`config.mk`:
```
export PLATFORM = sky130hd
export DESIGN_NAME = serial_adder
export DESIGN_NICKNAME = d
export VERILOG_FILES = /design/src/rtl/serial_adder.sv
export SDC_FILE = /design/constraint.sdc
export NUM_CORES = 1
export LEC_CHECK = 0
export ABC_AREA = 0
export BUFFER_PORTS_ARGS = -buffer_cell sky130_fd_sc_hd__buf_2
export CORE_MARGIN = 2
export CORE_UTILIZATION = 46
export DETAILED_ROUTE_END_ITERATION = 12
export PLACE_DENSITY_LB_ADDON = 0.05
export SETUP_SLACK_MARGIN = 0.02
export SLEW_MARGIN = 15
export SYNTH_ARGS = -nofsm -noshare
export SYNTH_HDL_FRONTEND = slang
export SYNTH_SLANG_ARGS = --single-unit
```
`constraint.sdc`:
```
create_clock -name clk -period 1.64 [get_ports clk]
set_input_delay 0 -clock clk [delete_from_list [all_inputs] [get_ports clk]]
set_output_delay 0 -clock clk [all_outputs]
set_load 0.005 [all_outputs]
```
`src/rtl/serial_adder.sv`:
```
// serial_adder: bit-serial adder/subtractor built from one full-adder cell and
// a carry flip-flop. Operands are captured on an accepted start and summed
// LSB first, one bit per clock, with a start/busy/done handshake.
module serial_adder #(
  parameter int WIDTH = 8
) (
  input  logic             clk,
  input  logic             rst,
  input  logic             start,
  input  logic [WIDTH-1:0] a,
  input  logic [WIDTH-1:0] b,
  input  logic             cin,
  input  logic             sub,
  output logic             busy,
  output logic             done,
  output logic [WIDTH-1:0] sum,
  output logic             cout,
  output logic             overflow
);

  localparam int CW = (WIDTH > 1) ? $clog2(WIDTH) : 1;

  typedef enum logic [1:0] {
    IDLE = 2'd0,
    RUN  = 2'd1,
    DONE = 2'd2
  } state_t;

  state_t           state;
  logic [WIDTH-1:0] a_sh;
  logic [WIDTH-1:0] b_sh;
  logic [WIDTH-2:0] res_sh;
  logic             carry;
  logic [CW-1:0]    bit_cnt;

  logic             s_bit;
  logic             next_carry;
  logic [WIDTH-1:0] res_next;
  logic             last_bit;

  // The single full-adder cell working on the current LSBs and stored carry.
  assign s_bit      = a_sh[0] ^ b_sh[0] ^ carry;
  assign next_carry = (a_sh[0] & b_sh[0]) | (a_sh[0] & carry) | (b_sh[0] & carry);
  assign res_next   = {s_bit, res_sh};
  assign last_bit   = (bit_cnt == CW'(WIDTH - 1));

  // Control FSM and datapath: load on accept, shift one bit per RUN cycle,
  // publish the result and flags on the MSB edge. The edge leaving DONE also
  // accepts a new request, so held start sustains one operation every
  // WIDTH+1 cycles.
  always_ff @(posedge clk or posedge rst) begin
    if (rst) begin
      state    <= IDLE;
      a_sh     <= '0;
      b_sh     <= '0;
      res_sh   <= '0;
      carry    <= 1'b0;
      bit_cnt  <= '0;
      busy     <= 1'b0;
      done     <= 1'b0;
      sum      <= '0;
      cout     <= 1'b0;
      overflow <= 1'b0;
    end else begin
      case (state)
        IDLE, DONE: begin
          done <= 1'b0;
          if (start) begin
            a_sh    <= a;
            b_sh    <= sub ? ~b : b;
            carry   <= sub ? 1'b1 : cin;
            bit_cnt <= '0;
            res_sh  <= '0;
            busy    <= 1'b1;
            state   <= RUN;
          end else begin
            busy  <= 1'b0;
            state <= IDLE;
          end
        end
        RUN: begin
          a_sh    <= a_sh >> 1;
          b_sh    <= b_sh >> 1;
          res_sh  <= res_next[WIDTH-1:1];
          carry   <= next_carry;
          bit_cnt <= bit_cnt + CW'(1);
          if (last_bit) begin
            sum      <= res_next;
            cout     <= next_carry;
            overflow <= carry ^ next_carry;
            busy     <= 1'b0;
            done     <= 1'b1;
            state    <= DONE;
          end
        end
        default: begin
          busy  <= 1'b0;
          done  <= 1'b0;
          state <= IDLE;
        end
      endcase
    end
  end

endmodule

```
=== Word level (Yosys, flattened, before mapping) ===
Index checks and enable logic that the tools add are counted.

* Output and inout bits: 12
* Word-level logic and storage cells: 51
* Register bits after elaboration: 41

* Bitwise logic cells: 9
* Muxes and demuxes: 20
* Reduce and logical (&&, ||, !) cells: 5
* Equality and inequality tests: 5
* $add $sub $neg: 1

{| class="wikitable"
|+ Operators with widths
! kind !! number
|-
| $pmux W8 S2 || 2
|-
| $mux W8 || 3
|-
| $pmux W7 S2 || 1
|-
| $not A8 Y8 || 1
|-
| $mux W1 || 7
|-
| $mux W7 || 1
|-
| $pmux W3 S2 || 1
|-
| $ne A2 B2 Y1 const B || 2
|-
| $pmux W1 S2 || 2
|-
| $pmux W2 S2 || 1
|-
| $reduce_and A2 Y1 || 2
|-
| $add A3 B1 Y3 const B || 1
|-
| $and A1 B1 Y1 || 3
|-
| $eq A3 B3 Y1 const B || 1
|-
| $mux W3 || 1
|-
| $xor A1 B1 Y1 || 3
|-
| $eq A2 B1 Y1 const B || 1
|-
| $eq A2 B2 Y1 const B || 1
|-
| $logic_not A2 Y1 || 1
|-
| $mux W2 || 1
|-
| $or A1 B1 Y1 || 2
|-
| $reduce_bool A2 Y1 || 1
|-
| $reduce_or A2 Y1 || 1
|}

=== Longest topological paths before layout ===
Gate-level depths: netlist of run 1.

* Depth in word-level cells: 4
* Mapped depth: 6
* Mapped depth without buffers: 5

=== Worst setup path before layout of run 1 ===
No wires, ideal clock.

* Path kind: register to register
* Start point: register bit_cnt[0]
* End point: register cout
* Path slack: 107 ps
* Clock period less this slack: 1533 ps
* Stages on the path, launching flop included: 6
* Data arrival time: 1408 ps
* Library setup time: 125 ps
* Path through: dfrtp_1 > ha_1 > ha_1 > nand3b_1 > buf_2 > mux2_2

* Word-level cells in the longest chain between the ends: 2

{| class="wikitable"
|+ RTL lines
! item !! line !! source
|-
| from (decl) || 34 || <nowiki>logic [CW-1:0] bit_cnt;</nowiki>
|-
| from (signal assigned) || 86 || <nowiki>bit_cnt <= bit_cnt + CW'(1);</nowiki>
|-
| $eq A3 B3 Y1 || 45 || <nowiki>assign last_bit = (bit_cnt == CW'(WIDTH - 1));</nowiki>
|-
| $reduce_and A2 Y1 (no line) || -- ||
|-
| to (signal assigned) || 89 || <nowiki>cout <= next_carry;</nowiki>
|-
| to (decl) || 17 || <nowiki>output logic cout,</nowiki>
|}

No other way between the ends.
A chain may end at the register's enable or synchronous reset.

=== Worst setup path after layout of run 1 ===
* Start point: register bit_cnt[0]
* End point: register sum[7]

* Word-level cells in the longest chain between the ends: 2

{| class="wikitable"
|+ RTL lines
! item !! line !! source
|-
| $eq A3 B3 Y1 || 45 ||
|-
| $reduce_and A2 Y1 (no line) || -- ||
|-
| to (signal assigned) || 88 || <nowiki>sum <= res_next;</nowiki>
|-
| to (decl) || 16 || <nowiki>output logic [WIDTH-1:0] sum,</nowiki>
|}

No other way between the ends.

==> results.json, run 1 <==
{
  "worstHoldPathCells": 3,
  "diodes": 0,
  "ant_nets": 0,
  "io_pins": 33,
  "clock_latency_ns": 0.28,
  "h-tree-depth": 2,
  "area_growth_pct": 21.4,
  "ys_ff_latch": 40,
  "crit_path_end_kind": "flop",
  "cts_num_sinks": 40,
  "syn_inst": 126,
  "fmax_mhz": 665,
  "power_leakage_nw": 1.05,
  "period_needed_ns": 1.50,
  "cap_violations": 0,
  "power_mw": 4.01,
  "grt_pass1_vias": 1157,
  "initial_utilization_pct": 47.1,
  "nets": 188,
  "routedWlPerCell_um": 14.1,
  "p_per_area_mw_per_mm2": 1940,
  "outcome": "complete, no violations",
  "drc": 0,
  "finalSetupViolations": 0,
  "pwr-share-seq_pct": 42.4,
  "reg2reg_from": "bit_cnt[0]",
  "synth_area_mm2": 0.00170,
  "dr_total_vias": 1107,
  "yosysUniqueCellTypes": 22,
  "placementRows": 22,
  "hpwlAfterDp_mm": 2.09,
  "p_comb_share_pct": 36.4,
  "routed_wl_mm": 3.01,
  "first_pass_iters": 4,
  "p_sw_share_pct": 30.7,
  "grt_pass1_wl_mm": 5.44,
  "grt_usage_pct": 17.1,
  "grt-ovfl-total": 0,
  "tns_ns": 0,
  "cts_buffers": 5,
  "rr_worst_depth": 5,
  "cts-root-buf": "clkbuf_8",
  "io_buffers": 32,
  "nFillCells": 327,
  "hold_start": "a[1]",
  "syn_area_per_cell_um2": 13.5,
  "post_cts_resized": 0,
  "fin_crit_sh_pct": 91.7,
  "grt_max_degree": 41,
  "slew_headroom_pct": 58.5,
  "p_clk_share_pct": 21.2,
  "ys_seq_area_share_pct": 58.9,
  "r2r_end": "sum[7]",
  "yosysWarnings": 0,
  "synth_nets": 150,
  "final-hold-violation-count": 0,
  "drt-vias-per-instance": 5.20,
  "intPower_mw": 2.78,
  "crit_type": "flop to flop",
  "gp_congestion": 0.668,
  "cp.required_ns": 1.81,
  "worstPathArrival_ns": 1.68,
  "fin_skew_ns": 0.00475,
  "fp.dieW_um": 64.8,
  "drive_above_1_share_pct": 35.2,
  "critPathMaxFanout": 12,
  "clk_path_buf_depth": 2,
  "drtIter0Drc": 62,
  "slew_viol_final": 0,
  "antenna_found_initial": 0,
  "die_h_um": 64.8,
  "clk_pin_slew_ns": 0.07,
  "die-area_mm2": 0.00420,
  "netSwitchingPower_mw": 1.23,
  "irDropWorstVdd_mv": 0.883,
  "cts_tree": "done",
  "min_path_type": "primary input to flop",
  "whs_endpoint": "a_sh[1]",
  "fp.coreArea_mm2": 0.00361,
  "worstMarginPinSlew_ns": 0.621,
  "regToRegSetupSlack_ns": 0.14,
  "rsz0062_at_grt": "no",
  "start_kind": "flop"
}
==> repair_timing <==
action | in CTS | in global routing
buffers inserted | 0 | 0
endpoints found under the hold margin | 41 | 0
hold buffers | 2 | 0
setup endpoints to repair | 0 | 0
==> worst max path at each step <==
stage                     startpoint      to
after global placement    bit_cnt[0]    cout
after CTS                 bit_cnt[0]  sum[0]
final                     bit_cnt[0]  sum[7]
after detailed placement  bit_cnt[0]  sum[0]
after global routing      bit_cnt[0]  sum[0]
after floorplan           bit_cnt[0]    cout
==> cells in the mapped netlist <==
cell	number	area, um2
a221o_1	8	80.1
nor2b_1	1	6.26
buf_1	1	3.75
a21o_1	7	52.6
inv_1	3	11.3
nand2b_1	1	6.26
nor2_1	9	33.8
buf_4	2	15.0
xor2_1	1	8.76
buf_2	4	20.0
mux2_2	10	113
a22o_1	18	158
o21ai_0	2	10.0
dfrtp_1	40	1000
xnor2_1	8	70.1
nand2_1	2	7.51
nor2_4	1	11.3
nand3b_1	2	15.0
buf_6	2	22.5
ha_1	2	25.0
fa_1	1	20.0
nor2b_2	1	8.76
==> cell families (layout without fill, tap and decap cells) <==
kind of cell / after synthesis / count (layout) / synth area share, %
and+or+nand+nor: 17 / 17 / 5.23
DFF: 40 / 40 / 58.9
adders and majority gates: 3 / 3 / 2.65
AOI/OAI and AO/OA: 35 / 35 / 17.7
buffers and inverters: 12 / 51 / 4.27
muxes: 10 / 10 / 6.63
xor gates and xnor gates: 9 / 9 / 4.64
==> sequential cells by signal (all words and copies together) (netlist names), 3 cells and up <==
signal   cells
a_sh         8
b_sh         8
bit_cnt      3
res_sh       7
sum          8
==> per-stage QoR <==
| step | setup WS, ns | utilization (%) | instance area (um2) | hold slack (ns) | cells |
|---|---|---|---|---|---|
| finish | 0.136 | 57.2 | 2060 | 0.0137 | 213 |
| global route | 0.0556 | 57.2 | 2060 | 0.00853 | 213 |
| CTS | 0.120 | 57.2 | 2060 | 0.00473 | 213 |
| detailed placement | 0.124 | 53.1 | 1920 | 0.148 | 203 |
| global placement | 0.166 | 53.1 | 1920 | 0.138 | 203 |
| floorplan | 0.107 | - | 1700 | 0.140 | 126 |
==> cell usage in the layout (no fill, tap or decap), drive strengths merged <==
| master | instances |
|---|---|
| nand3b | 2 |
| dfrtp | 40 |
| nand2 | 2 |
| buf | 38 |
| a221o | 8 |
| mux2 | 10 |
| a22o | 18 |
| o21ai | 2 |
| inv | 3 |
| a21o | 7 |
| dlygate4sd3 | 2 |
| bufinv | 1 |
| clkbuf | 7 |
| nor2b | 2 |
| ha | 2 |
| nor2 | 10 |
| xnor2 | 8 |
| fa | 1 |
| xor2 | 1 |
| nand2b | 1 |
==> critical path: stages, from the launching register on <==
cell      delay (ns)
dfrtp_1         0.39
ha_1            0.20
ha_1            0.20
nand3b_1        0.13
buf_12          0.15
mux2_2          0.33
==> routing by layer <==
layer  share of wire [%]  global-route usage, %
met4                 1.1                   4.79
met5                   0                      0
met1                  43                   21.8
met2                  50                   27.7
met3                 5.5                   6.08
==> layout make-up <==
cell class | count | area, um2 | share of cell area, %
clock inverter | 1 | 30.0 | 1.46
clock buffer | 7 | 96.3 | 4.67
inverter | 3 | 11.3 | 0.546
tap | 48 | 60.1 | 2.91
sequential | 40 | 1000 | 48.5
multi-input combinational | 74 | 626 | 30.3
timing repair buffer | 40 | 238 | 11.5
==> power groups by stage <==
stage          Sequential (mW)  Combinational, mW  Clock [mW]
4_1_cts                   1.70               1.49       0.882
6_report                  1.70               1.46       0.850
3_5_place_dp              1.72               1.48           0
3_3_place_gp              1.70               1.43           0
5_1_grt                   1.77               1.64       0.928
2_1_floorplan             1.67               1.12           0
Power figures use the tool's default switching activity.
==> run 2: changes to the inputs <==
- CELL_PAD_IN_SITES_DETAIL_PLACEMENT: not set -> 1
- CELL_PAD_IN_SITES_GLOBAL_PLACEMENT: not set -> 2
- CORE_UTILIZATION: 46 -> 33
==> results.json, run 2 (synthesis results as in run 1) <==
{
  "cts-root-buf": "clkbuf_8",
  "drtIter0Drc": 36,
  "first_pass_iters": 6,
  "fmax_mhz": 661,
  "grt_usage_pct": 13.5,
  "layout.cells.non_filler": 234,
  "final_common_cell": "dfrtp_1",
  "rsz0062_at_grt": "no",
  "h-tree-depth": 2,
  "gp_congestion": 0.694,
  "worstPathArrival_ns": 1.68,
  "worst_hold_slack_ns": 0.0116,
  "fin_crit_sh_pct": 92.2,
  "post_cts_resized": 0,
  "fin_area_mm2": 0.00205,
  "slew_viol_final": 0,
  "finalSetupViolations": 0,
  "die_h_um": 75.8,
  "p_per_area_mw_per_mm2": 1850,
  "cts_num_sinks": 40,
  "area_growth_pct": 20.4,
  "hpwlAfterDp_mm": 2.23,
  "drive_above_1_share_pct": 33.5,
  "drc": 0,
  "dr_total_vias": 1127,
  "outcome": "complete, no violations",
  "diodes": 0,
  "cp.required_ns": 1.81,
  "power_mw": 3.79,
  "grt_max_degree": 41,
  "layout_common_cells": "dfrtp_1 (40), buf_2 (32), a22o_1 (18)",
  "regToRegSetupSlack_ns": 0.13,
  "cts_hold_buf": 2,
  "multi_input_area_um2": 626,
  "clk_pin_slew_ns": 0.07,
  "period_needed_ns": 1.51,
  "final-hold-violation-count": 0,
  "largestRegisters": "a_sh: 8 flops, b_sh: 8 flops, sum: 8 flops",
  "routed_wl_mm": 3.25,
  "dp_cells": 224,
  "initial_utilization_pct": 33.7,
  "io_pins": 33,
  "ant_nets": 0,
  "cap_violations": 0,
  "crit_path_end_kind": "flop",
  "start_kind": "flop",
  "power_leakage_nw": 1.03,
  "grt-ovfl-total": 0,
  "cts_tree": "done",
  "slew_headroom_pct": 55.8,
  "fp.coreArea_mm2": 0.00504,
  "grt_pass1_wl_mm": 5.69,
  "io_buffers": 32,
  "min_path_type": "primary input to flop",
  "fp.dieW_um": 75.8,
  "routedWlPerCell_um": 13.9,
  "drt-vias-per-instance": 4.82,
  "fin_skew_ns": 0.00681,
  "grt_pass1_vias": 1217,
  "nets": 187,
  "antenna_found_initial": 0,
  "die-area_mm2": 0.00574,
  "post-cts-setup-buffer-count": 0,
  "irDropWorstVdd_mv": 0.542,
  "critPathMaxFanout": 12,
  "clock_latency_ns": 0.28,
  "nFillCells": 559,
  "cts_buffers": 5,
  "regArea_mm2": 0.00100,
  "crit_type": "flop to flop",
  "placed_cell_area_mm2": 0.00194,
  "clk_path_buf_depth": 2,
  "worstMarginPinSlew_ns": 0.661,
  "placementRows": 26,
  "tns_ns": 0
}
[run 2: cell types whose count changed in the layout (fill, tap and decap cells not counted), sizes merged]
cell    previous run  this run
buf               38        37
bufinv             1         0
clkbuf             7         8
[run 2: worst paths after layout]
path                                   end  cells past startpoint        from
worst min-delay path               a_sh[4]                      3        a[4]
min in group asynchronous         state[0]                      4         rst
worst max-delay path                sum[1]                      5  bit_cnt[0]
worst min register to register     a_sh[2]                      1     a_sh[2]
worst max register to register      sum[1]                      5  bit_cnt[0]
max in group asynchronous       bit_cnt[2]                      4         rst
[run 2: cell type report]
class	instances	share of cell area, %
tap	70	4.28
inverter	3	0.550
multi-input combinational	74	30.6
sequential	40	48.9
clock buffer	8	4.40
timing repair buffer	39	11.3
[run 2: where the power goes]
part	internal (mW)	leakage, nW	total [mW]	switching [mW]
logic	0.790	0.478	1.44	0.652
registers	1.44	0.504	1.70	0.269
clock network	0.343	0.0455	0.649	0.306
total	2.57	1.03	3.79	1.23
[run 2: worst max-delay path, stage by stage, from the launching register on]
cell and delay (ns):
dfrtp_1 0.39, ha_1 0.20, ha_1 0.20, nand3b_1 0.13
buf_12 0.15, mux2_2 0.33
[run 2: metrics by stage]
stage	setup slack, ns	utilization [%]
finish	0.127	40.6
CTS	0.109	40.6
global placement	0.158	38.4
detailed placement	0.125	38.4
global route	0.0231	40.6
floorplan	0.107	-
[run 2: metal layers]
layer / track usage, % / part of all wire, %
met5: 0 / 0
met4: 5.85 / 1.7
met3: 3.84 / 3.6
met2: 21.9 / 49
met1: 16.8 / 46
